## src/rtl/face_pkg.sv

```systemverilog
// Purpose : shared types and face bitmaps for the end-of-game matrix display.
// Latency : n/a (constants, types and a pure lookup function only).
// Backpr. : n/a (no flow control; consumers index the tables combinationally).
package face_pkg;

    localparam int FACE_W = 8;

    typedef enum logic [1:0] {
        IDLE,
        SHOW_WIN,
        SHOW_LOSE,
        DONE
    } state_t;

    typedef enum logic {
        SEL_SMILE,
        SEL_FROWN
    } face_sel_t;

    // Index = row, bit 0 = leftmost column.
    localparam logic [FACE_W-1:0] FACE_SMILE [FACE_W] = '{
        8'h00, 8'h66, 8'h66, 8'h66, 8'h00, 8'h42, 8'h24, 8'h18
    };

    localparam logic [FACE_W-1:0] FACE_FROWN [FACE_W] = '{
        8'h00, 8'h66, 8'h66, 8'h66, 8'h00, 8'h18, 8'h24, 8'h42
    };

    function automatic logic [FACE_W-1:0] face_row(face_sel_t sel, logic [2:0] row);
        return (sel == SEL_FROWN) ? FACE_FROWN[row] : FACE_SMILE[row];
    endfunction

endpackage

```

## src/rtl/face_matrix_display_if.sv

```systemverilog
// Purpose : bundles game-FSM triggers and matrix/buzzer outputs of the face display.
// Latency : n/a (wires only).
// Backpr. : none; triggers are level/pulse inputs, outputs are free-running.
// Ports   : success/fail (game -> display), hang/gre/beep/repeat_rst/busy (display -> board).
interface face_matrix_display_if #(
    parameter int ROWS = 8,
    parameter int COLS = 8
);
    logic            success;
    logic            fail;
    logic [ROWS-1:0] hang;
    logic [COLS-1:0] gre;
    logic            beep;
    logic            repeat_rst;
    logic            busy;

    // Game-control side.
    modport master (
        output success, fail,
        input  hang, gre, beep, repeat_rst, busy
    );

    // Display side.
    modport slave (
        input  success, fail,
        output hang, gre, beep, repeat_rst, busy
    );
endinterface

```

## src/rtl/face_rom.sv

```systemverilog
// Purpose : combinational face bitmap lookup, zero-padded past the 8x8 art.
// Latency : 0 cycles (pure combinational).
// Backpr. : none.
// Ports   : face_sel, row_idx in; row_dat (COLS bits, bit 0 = leftmost column) out.
module face_rom
    import face_pkg::*;
#(
    parameter int ROWS = 8,
    parameter int COLS = 8,
    localparam int RW  = $clog2(ROWS)
) (
    input  face_sel_t         face_sel,
    input  logic [RW-1:0]     row_idx,
    output logic [COLS-1:0]   row_dat
);

    always_comb begin
        row_dat = '0;
        // Extra bit on the compare so RW=3 does not truncate FACE_W to zero.
        if ({1'b0, row_idx} < (RW+1)'(FACE_W)) begin
            row_dat[FACE_W-1:0] = face_row(face_sel, row_idx[2:0]);
        end
    end

endmodule

```

## src/rtl/face_matrix_display.sv

```systemverilog
// Purpose : scans a smile/frown face on the LED matrix, beeps, then requests a restart.
// Latency : outputs registered; first face row appears the cycle after the trigger is sampled.
// Backpr. : none; triggers ignored outside IDLE, DONE holds until rst_n.
// Ports   : clk, rst_n (sync, active-low), bus (slave: success/fail in; hang/gre/beep/repeat_rst/busy out).
module face_matrix_display
    import face_pkg::*;
#(
    parameter int ROWS        = 8,
    parameter int COLS        = 8,
    parameter int SCAN_DIV    = 1,
    parameter int BEEP_HALF   = 11,
    parameter int LOSE_MULT   = 4,
    parameter int HOLD_CYCLES = 501
) (
    input  logic                 clk,
    input  logic                 rst_n,
    face_matrix_display_if.slave bus
);

    localparam int RW      = $clog2(ROWS);
    localparam int DIV_W   = (SCAN_DIV > 1) ? $clog2(SCAN_DIV) : 1;
    localparam int BEEP_W  = (BEEP_HALF * LOSE_MULT > 1) ? $clog2(BEEP_HALF * LOSE_MULT) : 1;
    localparam int HOLD_W  = $clog2(HOLD_CYCLES);

    state_t              state_q, state_d;
    face_sel_t           face_q, face_d;
    logic [RW-1:0]       row_q, row_d;
    logic [DIV_W-1:0]    div_q, div_d;
    logic [BEEP_W-1:0]   beep_cnt_q, beep_cnt_d;
    logic [HOLD_W-1:0]   hold_q, hold_d;
    logic                beep_q, beep_d;
    logic                repeat_q, repeat_d;
    logic                busy_d;
    logic [ROWS-1:0]     hang_q, hang_d;
    logic [COLS-1:0]     gre_q, gre_d;
    logic [COLS-1:0]     rom_dat;
    logic [BEEP_W-1:0]   beep_term;

    // ROM is addressed with next-state face/row so gre lines up with hang after the register.
    face_rom #(.ROWS(ROWS), .COLS(COLS)) u_rom (
        .face_sel (face_d),
        .row_idx  (row_d),
        .row_dat  (rom_dat)
    );

    assign beep_term = (state_q == SHOW_WIN) ? BEEP_W'(BEEP_HALF - 1)
                                             : BEEP_W'(BEEP_HALF * LOSE_MULT - 1);

    always_comb begin
        state_d    = state_q;
        face_d     = face_q;
        row_d      = row_q;
        div_d      = div_q;
        beep_cnt_d = beep_cnt_q;
        hold_d     = hold_q;
        beep_d     = beep_q;
        repeat_d   = repeat_q;

        // Row scan keeps running in DONE so the face stays visible.
        if (state_q != IDLE) begin
            if (div_q == DIV_W'(SCAN_DIV - 1)) begin
                div_d = '0;
                row_d = (row_q == RW'(ROWS - 1)) ? '0 : row_q + 1'b1;
            end else begin
                div_d = div_q + 1'b1;
            end
        end

        case (state_q)
            IDLE: begin
                row_d      = '0;
                div_d      = '0;
                beep_cnt_d = '0;
                hold_d     = '0;
                beep_d     = 1'b0;
                repeat_d   = 1'b0;
                if (bus.success) begin
                    state_d = SHOW_WIN;
                    face_d  = SEL_SMILE;
                end else if (bus.fail) begin
                    state_d = SHOW_LOSE;
                    face_d  = SEL_FROWN;
                end
            end
            SHOW_WIN, SHOW_LOSE: begin
                if (beep_cnt_q == beep_term) begin
                    beep_cnt_d = '0;
                    beep_d     = ~beep_q;
                end else begin
                    beep_cnt_d = beep_cnt_q + 1'b1;
                end
                if (hold_q == HOLD_W'(HOLD_CYCLES - 1)) begin
                    state_d  = DONE;
                    beep_d   = 1'b0;
                    repeat_d = 1'b1;
                end else begin
                    hold_d = hold_q + 1'b1;
                end
            end
            DONE: begin
                beep_d   = 1'b0;
                repeat_d = 1'b1;
            end
            default: state_d = IDLE;
        endcase

        busy_d = (state_d != IDLE);
        hang_d = busy_d ? ~(ROWS'(1) << row_d) : '1;
        gre_d  = busy_d ? rom_dat : '0;
    end

    always_ff @(posedge clk) begin
        if (!rst_n) begin
            state_q    <= IDLE;
            face_q     <= SEL_SMILE;
            row_q      <= '0;
            div_q      <= '0;
            beep_cnt_q <= '0;
            hold_q     <= '0;
            beep_q     <= 1'b0;
            repeat_q   <= 1'b0;
            hang_q     <= '1;
            gre_q      <= '0;
            bus.busy   <= 1'b0;
        end else begin
            state_q    <= state_d;
            face_q     <= face_d;
            row_q      <= row_d;
            div_q      <= div_d;
            beep_cnt_q <= beep_cnt_d;
            hold_q     <= hold_d;
            beep_q     <= beep_d;
            repeat_q   <= repeat_d;
            hang_q     <= hang_d;
            gre_q      <= gre_d;
            bus.busy   <= busy_d;
        end
    end

    assign bus.hang       = hang_q;
    assign bus.gre        = gre_q;
    assign bus.beep       = beep_q;
    assign bus.repeat_rst = repeat_q;

endmodule

```

## src/flat_wrapper.sv

```systemverilog
// flat-port wrapper written by rule: the top's interface ports become plain ports
module face_matrix_display_flat import face_pkg::*;
#(
    parameter int ROWS        = 8,
    parameter int COLS        = 8,
    parameter int SCAN_DIV    = 1,
    parameter int BEEP_HALF   = 11,
    parameter int LOSE_MULT   = 4,
    parameter int HOLD_CYCLES = 501
)
  (clk, rst_n, bus_success, bus_fail, bus_hang, bus_gre, bus_beep, bus_repeat_rst, bus_busy);
  face_matrix_display_if #(.ROWS(ROWS), .COLS(COLS)) bus_i ();
  input  logic clk;
  input  logic rst_n;
  input wire logic [$bits(bus_i.success)-1:0] bus_success;
  input wire logic [$bits(bus_i.fail)-1:0] bus_fail;
  output wire logic [$bits(bus_i.hang)-1:0] bus_hang;
  output wire logic [$bits(bus_i.gre)-1:0] bus_gre;
  output wire logic [$bits(bus_i.beep)-1:0] bus_beep;
  output wire logic [$bits(bus_i.repeat_rst)-1:0] bus_repeat_rst;
  output wire logic [$bits(bus_i.busy)-1:0] bus_busy;
  assign bus_i.success = bus_success;
  assign bus_i.fail = bus_fail;
  assign bus_hang = bus_i.hang;
  assign bus_gre = bus_i.gre;
  assign bus_beep = bus_i.beep;
  assign bus_repeat_rst = bus_i.repeat_rst;
  assign bus_busy = bus_i.busy;
  face_matrix_display #(.ROWS(ROWS), .COLS(COLS), .SCAN_DIV(SCAN_DIV), .BEEP_HALF(BEEP_HALF), .LOSE_MULT(LOSE_MULT), .HOLD_CYCLES(HOLD_CYCLES)) u_core (.clk(clk), .rst_n(rst_n), .bus(bus_i));
endmodule
```

## config.mk

```make
export PLATFORM = sky130hd
export DESIGN_NAME = face_matrix_display_flat
export DESIGN_NICKNAME = d
export VERILOG_FILES = /design/src/rtl/face_pkg.sv /design/src/rtl/face_matrix_display_if.sv /design/src/rtl/face_rom.sv /design/src/rtl/face_matrix_display.sv /design/src/flat_wrapper.sv
export SDC_FILE = /design/constraint.sdc
export NUM_CORES = 1
export LEC_CHECK = 0
export ABC_AREA = 1
export CAP_MARGIN = 20
export CORE_ASPECT_RATIO = 1.25
export CORE_UTILIZATION = 55
export CTS_CLUSTER_DIAMETER = 120
export DETAILED_ROUTE_END_ITERATION = 12
export MAX_ROUTING_LAYER = met4
export PLACE_DENSITY_LB_ADDON = 0.2
export SYNTH_ARGS = -nofsm -noshare
export SYNTH_HDL_FRONTEND = slang
export SYNTH_SLANG_ARGS = --single-unit
```

## constraint.sdc

```tcl
create_clock -name clk -period 3 [get_ports clk]
set_input_delay 0.3 -clock clk [delete_from_list [all_inputs] [get_ports clk]]
set_output_delay 0.3 -clock clk [all_outputs]
set_load 0.02 [all_outputs]
```

# Yosys cells after proc, flatten, opt, wreduce, memory -nomap -nowiden
# Memories as Yosys holds them, arrays and structs flattened.
# Cells that the tools add are included.
dict set report totals {
  ff_bits 41
  output_inout_bits 19
  mem_count 2
  inputBits 4
  wordCells 68
  rom_bits 128
}
dict set report op_classes {
  reduce_logical 9
  n_addsub 4
  bitwise_logic 4
  shift 1
  n_lt_le_gt_ge 1
  mux 27
  n_eq_ne 9
}
# memory depth width read_ports rd_ports_with_merged_regs write_ports line
set memory_table {}
lappend memory_table {{(name not given)} 8 8 1 0 0 face_pkg.sv:30} ;# return (sel == SEL_FROWN) ? FACE_FROWN[row] : FACE_SMILE[row];
lappend memory_table {{(name not given)} 8 8 1 0 0 face_pkg.sv:30}
# cell n
set op_table {}
lappend op_table {{two-way mux 8 bit} 5}
lappend op_table {{one-hot mux 9 bit (2 select lines)} 1}
lappend op_table {{two-way mux 3 bit} 4}
lappend op_table {{two-way mux 6 bit} 2}
lappend op_table {{one-hot mux 6 bit (2 select lines)} 1}
lappend op_table {{adder 9 x 1 -> 9 bit (second input constant)} 1}
lappend op_table {{equality test 9 bit (second input constant)} 1}
lappend op_table {{two-way mux 9 bit} 1}
lappend op_table {{NOT 8 bit} 1}
lappend op_table {{<< shifter 1 x 3 -> 8 bit (first input constant)} 1}
lappend op_table {{two-way mux 1 bit} 7}
lappend op_table {{adder 6 x 1 -> 6 bit (second input constant)} 1}
lappend op_table {{equality test 6 bit} 1}
lappend op_table {{two-way mux 2 bit} 3}
lappend op_table {{nonzero test 2 bit} 3}
lappend op_table {{OR reduction 2 bit} 3}
lappend op_table {{equality test 2 bit (second input constant)} 2}
lappend op_table {{greater-or-equal comparator 4 bit (second input constant)} 1}
lappend op_table {{NOT 3 -> 4 bit} 1}
lappend op_table {{one-hot mux 2 bit (2 select lines)} 1}
lappend op_table {{AND reduction 2 bit} 2}
lappend op_table {{adder 3 x 1 -> 3 bit (second input constant)} 1}
lappend op_table {{equality test 3 bit (second input constant)} 1}
lappend op_table {{!= test 3 x 1 -> 1 bit (second input constant)} 1}
lappend op_table {{other kinds (8)} 9}

# Logic depth before layout (Yosys ltp)
# Gate-level depths: netlist (run 1).
dict set report logic_depth {
  depth_word 10
  depth_mapped 11
  depth_no_buf 11
}

# Hierarchy
# From an unflattened synthesis (run 1), not the netlist that was laid out.
dict set report unflattened {
  cells_unflattened 236
  area_unflattened_um2 1905.6
}
# mod instances area_per_inst_um2 cells_per_inst seq_area_each_um2
set by_module_without_submodules {}
lappend by_module_without_submodules {face_matrix_display 1 1801.7 216 800.8}
lappend by_module_without_submodules {face_rom 1 103.8 20 0.0}

# Least setup slack after synthesis (run 1)
# OpenSTA, ideal clock, no wires.
dict set report synth_timing {
  kind {register to register}
  startpoint {reg u_core.row_q[0]}
  endpoint {reg u_core.gre_q[4], in the netlist u_core.bus.gre[4]}
  synth_period_minus_slack_ns 1.572
  setup_time_ns 0.070
  t_arrival_ns 1.502
  required_ns 2.930
  n_path_buf 0
  stages_incl_launch_ff 9
  setup_slack_ns 1.428
  path_cell_list {dfxtp_1 -> ha_1 -> ha_1 -> inv_1 -> nor2_1 -> inv_1 -> nor2_1 -> a21oi_1 -> a21oi_1}
}
dict set report synth_via {
  elab_chain_len 10
  word_cells_on_any_way 14
  cone_classes {add/sub: 1; eq/ne: 1; mux: 9; bitwise: 1; memory: 2}
}
# item line
set synth_lines {}
lappend synth_lines {{start, declared} face_matrix_display.sv:27} ;# logic [RW-1:0] row_q, row_d;
lappend synth_lines {{start signal, assigned} face_matrix_display.sv:128} ;# row_q <= row_d;
lappend synth_lines {{adder 3 x 1 -> 3 bit / equality test 3 bit (equally long branches)} face_matrix_display.sv:63} ;# row_d = (row_q == RW'(ROWS - 1)) ? '0 : row_q + 1'b1;
lappend synth_lines {{two-way mux 3 bit} face_matrix_display.sv:63}
lappend synth_lines {{two-way mux 3 bit} face_matrix_display.sv:61} ;# if (div_q == DIV_W'(SCAN_DIV - 1)) begin
lappend synth_lines {{two-way mux 3 bit (*)} face_matrix_display.sv:60} ;# if (state_q != IDLE) begin
lappend synth_lines {{two-way mux 3 bit (*)} face_matrix_display.sv:69} ;# case (state_q)
lappend synth_lines {{NOT 3 -> 4 bit (not written as such) (*)} face_pkg.sv:30}
lappend synth_lines {{memory (8 x 8 bit)} --}
lappend synth_lines {{two-way mux 8 bit (not written as such) (2 in series)} face_pkg.sv:30}
lappend synth_lines {{two-way mux 8 bit (*)} face_pkg.sv:30}
lappend synth_lines {{end signal, assigned} face_matrix_display.sv:135} ;# gre_q <= gre_d;
lappend synth_lines {{end, declared} face_matrix_display.sv:35} ;# logic [COLS-1:0] gre_q, gre_d;
# Mark *: on every way between the ends. The rest lies on a longest branch, timed or not. The select of a mux whose other input is x is not followed.
# A chain may end at the register's enable or synchronous reset.

# Worst setup path after layout (run 1)
# Ends and elaborated chain as after synthesis.

==> out/metrics.yaml, run 1 <==
dr_total_vias: 1444
largest_net_degree_at_the_start_of_global_routing: 14
detail_route.vias_per_cell: 5.05
timing.final.setup_violations: 0
number_of_antenna_violations_at_the_first_check_in_global_routing: 0
ys_types: 29
tritoncts: "built"
route.detailed.wl_per_inst_um: 10.9
cts-buffers-inserted: 5
worstPathArrival_ns: 2.07
dpl.cell_count: 278
cts-resized-gates: 0
timing.setup.critical_path_class: "flop to flop"
grt_use_met3_pct: 7.28
synth-async-reset-ratio_pct: 0
power_leakage_nw: 0.834
cts.hold.buffers_added: 0
synth_flop_cell: "dfxtp_1"
grt_first_pass_wirelength_um: 5620
detail-route-antenna-nets: 0
status: "finished, final reports clean"
largest_area_contributor_in_the_netlist: "dfxtp_1"
synth_enable_flop_cells: 0
total_power_mw: 0.963
cts.sinks: 35
synth_area_sq_um: 1740
final_period_minus_worst_setup_slack_ns: 1.79
crit_path_cell_trace: "ha_1 > ha_1 > inv_1 > nor2_1 > inv_1 > nor2_1 > a21oi_1 > a21oi_1"
worst_min_delay_path_category: "flop to flop"
root_buffer: "clkbuf_4"
busiest_layer: "met2"
post-route-util_pct: 67.2
fmaxAchievable_ghz: 0.559
worst_path_max_delay_cell: "dfxtp_1"
grtUsageMet1_pct: 26.2
die_height_um: 64.8
share_of_the_clock_period_used_by_the_worst_path_pct: 59.7
postCtsSetupRepairBufs: 0
fin_setup_tns_ns: 0
remaining_drc_errors: 0
clock_latency_on_the_worst_skew_pair_ns: 0.34
grt_setup_unrepaired: "no"
crit_path_max_incr_delay_ns: 0.37
multiInputGateArea_sq_um: 888
grt_use_met2_pct: 36.2
detailed_router_iteration_count_before_antenna_repair: 4
irDropWorstVdd_uv: 328
drive_above_1_share_pct: 14.4
floorplan.initialDensity_pct: 58.4
power_density_nw_per_um2: 482
diodes: 0
layout.cells.non_filler: 286
maxCapViolCount: 0
synthCells: 227
gp_congestion: 0.878
nNetsFinal: 262
worstPathRequired_ns: 3.28
die-area_sq_um: 3390
globalRouteOverflowTotal: 0
synth_seq_area_share_pct: 40.4
dpl.hpwl_um: 2330
final-hold-violation-count: 0
r2r.worst_path.cells: 8
regArea_sq_um: 701
number_of_fill_cells: 275
area_growth_pct: 15.1
path_clk_slew_ns: 0.11
port_buffers: 20
drt_wl_total_um: 3120
worstHoldPathCells: 2
finalInstanceArea_sq_um: 2000
gr-usage-all-layers_pct: 22.8
syn_area_per_cell_sq_um: 7.64
placeableCoreArea_sq_um: 2970
final-max-slew-violation-count: 0
yosysWarningCount: 0
die_width_um: 52.2
setup.worst_path.end_class: "flop"
cts-htree-levels: 2
placed_area_sq_um: 1940
crit_path_max_fanout: 5
cts_max_path_buffers: 2
detail_route.iter0.violations: 42
ffs_latches_synth: 35
critPathLaunchType: "flop"
synth.top_cells.by_area: "dfxtp_1 (40%), nor2_1 (8.0%), nand2_1 (7.1%)"
fin_worst_skew_ns: 0.00700
synth_top_cell_area_share_pct: 40.4
pin_count: 23
vias_in_the_first_global_route: 1388
rows: 22
-- layout by cell type, fill, tap and decap left out, types with 2 or more instances in the layout --
cell type | netlist | layout
a21oi_1 | 14 | 14
nand2_1 | 33 | 33
conb_1 | 1 | 2
nor2_1 | 37 | 37
clkdlybuf4s50_1 | 0 | 20
o21ai_1 | 4 | 4
nand3_1 | 16 | 16
inv_2 | 3 | 3
o21ai_0 | 7 | 7
inv_1 | 26 | 26
clkbuf_4 | 0 | 5
xor2_1 | 2 | 2
dfxtp_1 | 35 | 35
nand2_4 | 2 | 2
a21oi_2 | 2 | 2
a21o_1 | 2 | 2
nand3b_1 | 2 | 2
ha_1 | 9 | 9
nor2_4 | 2 | 2
nand2_2 | 15 | 15
-- critical path, delay by kind of cell, from the launching register on --
family | cells | cell delay [ns]
flip-flops | 1 | 0.37
adder cells (fa/ha/maj) | 2 | 0.53
AND/OR/NAND/NOR | 2 | 0.43
buffers and inverters | 2 | 0.21
AO/OA/AOI/OAI | 2 | 0.19
-- worst paths after layout --
path	end	from	slack, ns
worst max-delay path	u_core.bus.gre[4]	u_core.row_q[0]	1.21
worst min-delay path	u_core.hold_q[5]	u_core.hold_q[5]	0.50
worst max register to register	u_core.bus.gre[4]	u_core.row_q[0]	1.21
worst min register to register	u_core.hold_q[5]	u_core.hold_q[5]	0.50
-- cell families after synthesis --
family	synth area share, %
adder cells (fa/ha/maj)	6.49
AO/OA/AOI/OAI	11.0
flip-flops	40.4
buffers and inverters	8.65
XOR/XNOR	1.51
other	0.216
AND/OR/NAND/NOR	31.8
-- Yosys cell counts (all sizes together), types with 2 or more instances --
master / count
nand2: 51
dfxtp: 35
xor2: 2
ha: 9
nand3b: 2
o21ai: 11
nand3: 17
nor2: 40
buf: 5
a21o: 2
inv: 29
a21oi: 16
-- sequential cells by signal (all words and copies together), names as in the netlist, 2 cells and up --
signal             flops
u_core.bus.hang        8
u_core.beep_cnt_q      6
u_core.hold_q          9
u_core.row_q           3
u_core.state_q         2
u_core.bus.gre         3
-- power breakdown --
| group | internal [mW] | switching (mW) | leakage [nW] |
|---|---|---|---|
| sequential | 0.488 | 0.0138 | 0.285 |
| combinational | 0.0772 | 0.136 | 0.521 |
| clock | 0.0904 | 0.158 | 0.0282 |
| total | 0.655 | 0.307 | 0.834 |
-- cell type report --
type / count / area share (%)
multi-input cells: 158 / 44.5
flip-flops and latches: 35 / 35.1
repair buffers: 20 / 10.0
inverters: 29 / 5.45
well taps: 36 / 2.26
clock buffers: 6 / 2.07
clock inverters: 2 / 0.627
-- layer usage --
metal | routed length, um | vias to the layer above
met5 | 0 | -
met4 | 59 | 0
met3 | 119 | 6
met2 | 1480 | 24
met1 | 1460 | 662
li1 | - | 752
-- through the flow --
stage / hold slack (ns) / worst slack [ns]
detailed placement: 0.487 / 1.12
floorplan: 0.438 / 1.43
CTS: 0.503 / 1.20
global route: 0.532 / 1.05
finish: 0.503 / 1.21
global placement: 0.481 / 1.16
Note: power is estimated with default switching activity, not from simulation.
==> inputs of run 2 (changes only) <==
Settings changed: CORE_UTILIZATION 55 to 49.
Clock period 3 ns to 1.6 ns, I/O delays scaled along.
==> run 2 against run 1 <==
  * Clock power grew to 2.6 times the previous value
  * Register-to-register slack got worse by 1.1 ns
  * Wire length rose by 8.9%
  * Combinational power up 120%
  * Worst hold slack lost 0.0073 ns
  * Non-clock buffer count increased by 10
  * Power grew 110%
  * Critical path type unchanged
==> out/metrics.yaml, run 2 (synthesis gave the netlist of run 1 again) <==
status: "finished, final reports clean"
number_of_antenna_violations_at_the_first_check_in_global_routing: 0
clock_latency_on_the_worst_skew_pair_ns: 0.29
final-max-slew-violation-count: 0
root_buffer: "clkbuf_8"
grt_first_pass_wirelength_um: 5440
critical_path.startpoint: "u_core.row_q[0]"
crit_path_max_fanout: 4
gr-usage-all-layers_pct: 19.1
globalRouteOverflowTotal: 0
cts-htree-levels: 2
die_width_um: 55.2
post-place-ws_ns: -0.0101
port_buffers: 20
final-hold-violation-count: 0
finalWorstSetupSlack_ns: 0.118
fin_worst_skew_ns: 0.00649
remaining_drc_errors: 0
total_power_mw: 2.05
holdWs_ns: 0.495
largest_net_degree_at_the_start_of_global_routing: 11
timing.final.setup_violations: 0
diodes: 0
dpl.hpwl_um: 2480
grt_setup_unrepaired: "no"
worst_min_delay_path_category: "flop to flop"
vias_in_the_first_global_route: 1276
worstPathArrival_ns: 1.66
power_density_nw_per_um2: 946
regMostFlops: "u_core.hold_q"
maxCapViolCount: 0
path_clk_slew_ns: 0.07
gp_congestion: 0.825
placed_area_sq_um: 2020
floorplan.initialDensity_pct: 52.9
critical_path.endpoint: "u_core.bus.gre[1]"
power_leakage_nw: 0.919
dr_total_vias: 1473
area_growth_pct: 24.7
irDropWorstVdd_uv: 631
pin_count: 23
final_period_minus_worst_setup_slack_ns: 1.48
critPathLaunchType: "flop"
fmaxAchievable_ghz: 0.675
drt_wl_total_um: 3390
setup.worst_path.end_class: "flop"
r2r_start: "u_core.row_q[0]"
number_of_fill_cells: 296
rows: 23
nNetsFinal: 272
detail-route-antenna-nets: 0
timing.setup.critical_path_class: "flop to flop"
worstPathRequired_ns: 1.78
cts_max_path_buffers: 2
flip_flop_count_of_the_largest_register_all_copies_and_words_added: 9
cts.sinks: 35
detail_route.iter0.violations: 56
fin_setup_tns_ns: 0
drive_above_1_share_pct: 22.4
tritoncts: "built"
dpl.cell_count: 289
detail_route.vias_per_cell: 4.98
detailed_router_iteration_count_before_antenna_repair: 4
placeableCoreArea_sq_um: 3280
layout.cells.non_filler: 296
route.detailed.wl_per_inst_um: 11.5
cts-buffers-inserted: 5
regToRegEndpoint: "u_core.bus.gre[1]"
post-route-util_pct: 66.0
die_height_um: 68.5
finalInstanceArea_sq_um: 2160
r2r_slack_ns: 0.12
final_common_cell: "nor2_1"
share_of_the_clock_period_used_by_the_worst_path_pct: 92.6
layout.cells.most_common_list: "nor2_1 (34), nand2_1 (33), dfxtp_1 (33)"
die-area_sq_um: 3790
r2r.worst_path.cells: 8
-- run 2: changes by cell type in the layout (fill, tap and decap cells not counted), moves of 3 or more --
cell      change
inv_1         -4
clkbuf_4      -5
nor2_1        -3
clkbuf_8      +6
buf_4         +9
inv_2         +4
-- run 2: worst min path at each step --
stage               cells after the start        startpoint              endpoint  slack [ns]
finish                                  2  u_core.hold_q[4]      u_core.hold_q[4]        0.50
global route                            2  u_core.hold_q[4]      u_core.hold_q[4]        0.51
CTS                                     2  u_core.hold_q[4]      u_core.hold_q[4]        0.50
detailed placement                      2  u_core.hold_q[4]      u_core.hold_q[4]        0.49
global placement                        2  u_core.hold_q[4]      u_core.hold_q[4]        0.49
floorplan                               2             rst_n  u_core.beep_cnt_q[0]        0.30
-- run 2: worst max-delay path, stage by stage, from the launching register on --
cell     delay, ns
dfxtp_1       0.31
ha_1          0.19
ha_1          0.31
inv_2         0.06
nor2_4        0.12
buf_6         0.11
o21ai_1       0.07
o21ai_1       0.14
a21oi_1       0.06
-- run 2: repair_timing --
item | CTS | global route
hold buffers | 0 | 0
buffers inserted | 0 | 0
setup endpoints to repair | 10 | 25
resized for setup | 1 | 18
pin swaps | 1 | 2
-- run 2: routing by layer --
| layer | part of all wire (%) | track usage [%] | up-vias |
|---|---|---|---|
| met4 | 0.94 | 7.50 | 0 |
| met1 | 46 | 20.9 | 667 |
| met3 | 3.5 | 5.22 | 4 |
| met5 | 0 | - | - |
| met2 | 50 | 33.4 | 25 |
| li1 | - | - | 777 |
-- run 2: layout make-up --
type | count | area [sq um] | area share, %
Clock buffer | 6 | 82.6 | 3.82
Multi-Input combinational cell | 158 | 940 | 43.4
Clock inverter | 1 | 5.00 | 0.231
Tap cell | 37 | 46.3 | 2.14
Inverter | 29 | 109 | 5.03
Timing Repair Buffer | 30 | 279 | 12.9
Sequential cell | 35 | 703 | 32.5
-- run 2: power by group --
| group | internal, mW | switching [mW] |
|---|---|---|
| Clock | 0.337 | 0.307 |
| Combinational | 0.182 | 0.280 |
| Sequential | 0.916 | 0.0256 |
==> inputs of run 3 (changes only) <==
Settings changed: CORE_UTILIZATION 49 to 50, SYNTH_HIERARCHICAL set to 1.
==> run 3 against run 2 <==
  * Synthesized cell count is 4.0% higher
  * Sequential cell count grew 5
  * Sequential power up 14%
  * Non-clock buffer count grew 11
  * Design area rose by 14%
  * Core utilization rose by 3.2 points
  * Critical endpoint is now u_core/bus.beep
  * Die area increased by 7.4%
  * Sequential share of layout area is essentially flat
  * Wire length is 14% higher
  * First-iteration DRC count fell by 34%
  * Setup slack got worse by 0.047 ns
  * Global-route usage up 1.3 points
==> out/metrics.yaml, run 3 <==
status: "finished, final reports clean"
detail_route.iter0.violations: 37
power_leakage_nw: 0.969
regMostFlops: "u_core/hold_q"
worst_path_max_delay_cell: "dfxtp_2"
fmaxAchievable_ghz: 0.654
floorplan.initialDensity_pct: 53.3
multiInputGateArea_sq_um: 1020
sw_frac_of_total_pct: 28.2
largest_area_contributor_in_the_netlist: "dfxtp_1"
crit_path_max_incr_delay_ns: 0.33
cts-buffers-inserted: 5
final-max-slew-violation-count: 0
die_width_um: 57.2
globalRouteOverflowTotal: 0
detail-route-antenna-nets: 0
detail_route.vias_per_cell: 4.92
detailed_router_iteration_count_before_antenna_repair: 4
synth_enable_flop_cells: 0
drt_wl_total_um: 3860
yosysWarningCount: 6
grtUsageMet1_pct: 23.1
total_power_mw: 2.41
post_synth_most_frequent_cells: "nand2_1 (43), dfxtp_1 (40), inv_1 (23), nor2_1 (23), nand2_2 (13)"
final_common_cell: "nand2_1"
intPower_mw: 1.73
drive_above_1_share_pct: 29.5
ys_types: 30
worstPathRequired_ns: 1.78
crit_buf_inv: 4
number_of_antenna_violations_at_the_first_check_in_global_routing: 0
tritoncts: "built"
rows: 24
clock_latency_on_the_worst_skew_pair_ns: 0.28
cts-htree-levels: 2
cts_max_path_buffers: 2
fin_setup_tns_ns: 0
dr_total_vias: 1575
die-area_sq_um: 4060
synth-async-reset-ratio_pct: 0
power_frac_comb_pct: 22.1
share_of_the_clock_period_used_by_the_worst_path_pct: 95.6
cts.hold.buffers_added: 0
timing.setup.critical_path_class: "flop to flop"
post-place-ws_ns: -0.0384
vias_in_the_first_global_route: 1507
route.detailed.wl_per_inst_um: 12.1
irDropWorstVdd_uv: 805
syn_area_per_cell_sq_um: 8.07
layout.cells.most_common_list: "nand2_1 (41), dfxtp_1 (38), clkdlybuf4s50_1 (22), nor2_1 (22), inv_1 (21)"
ffs_latches_synth: 40
die_height_um: 71.0
crit_path_max_fanout: 4
synth_flop_cell: "dfxtp_1"
crit_family: "buffers and inverters"
synth.top_cells.by_area: "dfxtp_1 (42%), nand2_1 (8.5%), ha_1 (5.9%)"
pin_count: 23
path_clk_slew_ns: 0.07
path_depth: 9
remaining_drc_errors: 0
synth_top_cell_area_share_pct: 42.0
cts.sinks: 40
nNetsFinal: 293
gr-usage-all-layers_pct: 20.3
gp_congestion: 0.826
fin_worst_skew_ns: 0.00215
placeableCoreArea_sq_um: 3570
finalWorstSetupSlack_ns: 0.0709
port_buffers: 22
netSwitchingPower_mw: 0.681
clock_power_share_pct: 33.3
root_buffer: "clkbuf_8"
final_period_minus_worst_setup_slack_ns: 1.53
cpMostUsedCell: "buf_4"
synth.most_common_cell: "nand2_1"
worstPathArrival_ns: 1.71
number_of_fill_cells: 291
area_growth_pct: 29.7
power_density_nw_per_um2: 975
grt_use_met2_pct: 34.4
post-route-util_pct: 69.2
diodes: 0
largest_net_degree_at_the_start_of_global_routing: 13
final-hold-violation-count: 0
grt_use_met3_pct: 4.57
critPathLaunchType: "flop"
synth_area_sq_um: 1910
worstHoldPathCells: 2
dpl.hpwl_um: 2620
power.sequential.fraction_pct: 44.6
timing.final.setup_violations: 0
flip_flop_count_of_the_largest_register_all_copies_and_words_added: 9
worst_min_delay_path_category: "flop to flop"
synthCells: 236
crit_path_cell_trace: "inv_2 > buf_4 > ha_1 > inv_1 > o21ai_1 > nand4_1 > buf_4 > xor2_1 > nor2_1"
setup.worst_path.end_class: "flop"
regArea_sq_um: 803
busiest_layer: "met2"
r2r.worst_path.cells: 9
maxCapViolCount: 0
synth_seq_area_share_pct: 42.0
grt_first_pass_wirelength_um: 6340
==> run 3: cell types whose count changed after synthesis, moves of 2 or more <==
cell and change:
inv_1 -3, nand2_1 +10, nand4_1 +4, nor2_1 -14, nand3_1 -7, dfxtp_1 +5, xor2_1 +4, o21ai_1 +2
nand2_2 -2, inv_2 +7, a21oi_2 +7, o21ai_0 -2, a21oi_1 -3
==> run 3: worst paths after layout <==
kind / startpoint / to / slack [ns]
setup / recovery: u_core/state_q[1] / u_core/bus.beep / 0.07
hold / removal: u_core/bus.repeat_rst / u_core/bus.repeat_rst / 0.49
setup reg to reg: u_core/state_q[1] / u_core/bus.beep / 0.07
hold reg to reg: u_core/bus.repeat_rst / u_core/bus.repeat_rst / 0.49
==> run 3: layout make-up <==
type	instances	area share, %
Sequential cell	40	32.5
Tap cell	39	1.97
Inverter	33	5.01
Clock buffer	6	2.94
Multi-Input combinational cell	159	41.5
Clock inverter	2	1.42
Timing Repair Buffer	41	14.7
==> run 3: power by group through the flow <==
stage	registers, mW	logic (mW)	clock network [mW]
final	1.07	0.534	0.802
after global routing	1.08	0.584	0.869
after CTS	1.07	0.506	0.823
after detailed placement	1.09	0.483	0
after global placement	1.09	0.480	0
after floorplan	1.13	0.305	0
==> run 3: per-layer routing <==
| layer | part of all wire (%) | vias to the layer above | routed length (um) |
|---|---|---|---|
| li1 | - | 830 | - |
| met2 | 50 | 30 | 1930 |
| met1 | 46 | 708 | 1760 |
| met4 | 1.6 | 0 | 63 |
| met3 | 2.8 | 7 | 107 |
| met5 | 0 | - | 0 |
==> run 3: repair_timing <==
action                                  4_1_cts  5_1_grt
resized for setup                             3       16
hold endpoints to repair                      0        0
pin swaps                                     0        6
endpoints found under the setup margin       11       18
setup buffers                                 2        4
cloned                                        0        1
==> run 3: through the flow <==
step	hold slack, ns	area (sq um)	std cells
finish	0.488	2470	320
global route	0.508	2470	320
CTS	0.491	2380	315
detailed placement	0.478	2240	305
global placement	0.462	2240	305
floorplan	0.323	1920	237
==> run 3: worst reg2reg max path: stages, from the launching register on <==
cell,delay [ns]
dfxtp_2,0.33
inv_2,0.10
buf_4,0.13
ha_1,0.13
inv_1,0.05
o21ai_1,0.12
nand4_1,0.20
buf_4,0.20
xor2_1,0.12
nor2_1,0.05
==> run 3: cell families after synthesis <==
logic type	share of synthesized area, %
other cells	0.197
buf+inv	8.86
fa+ha+maj	5.91
flops	42.0
simple gates	28.2
xor+xnor	2.76
compound gates	12.0
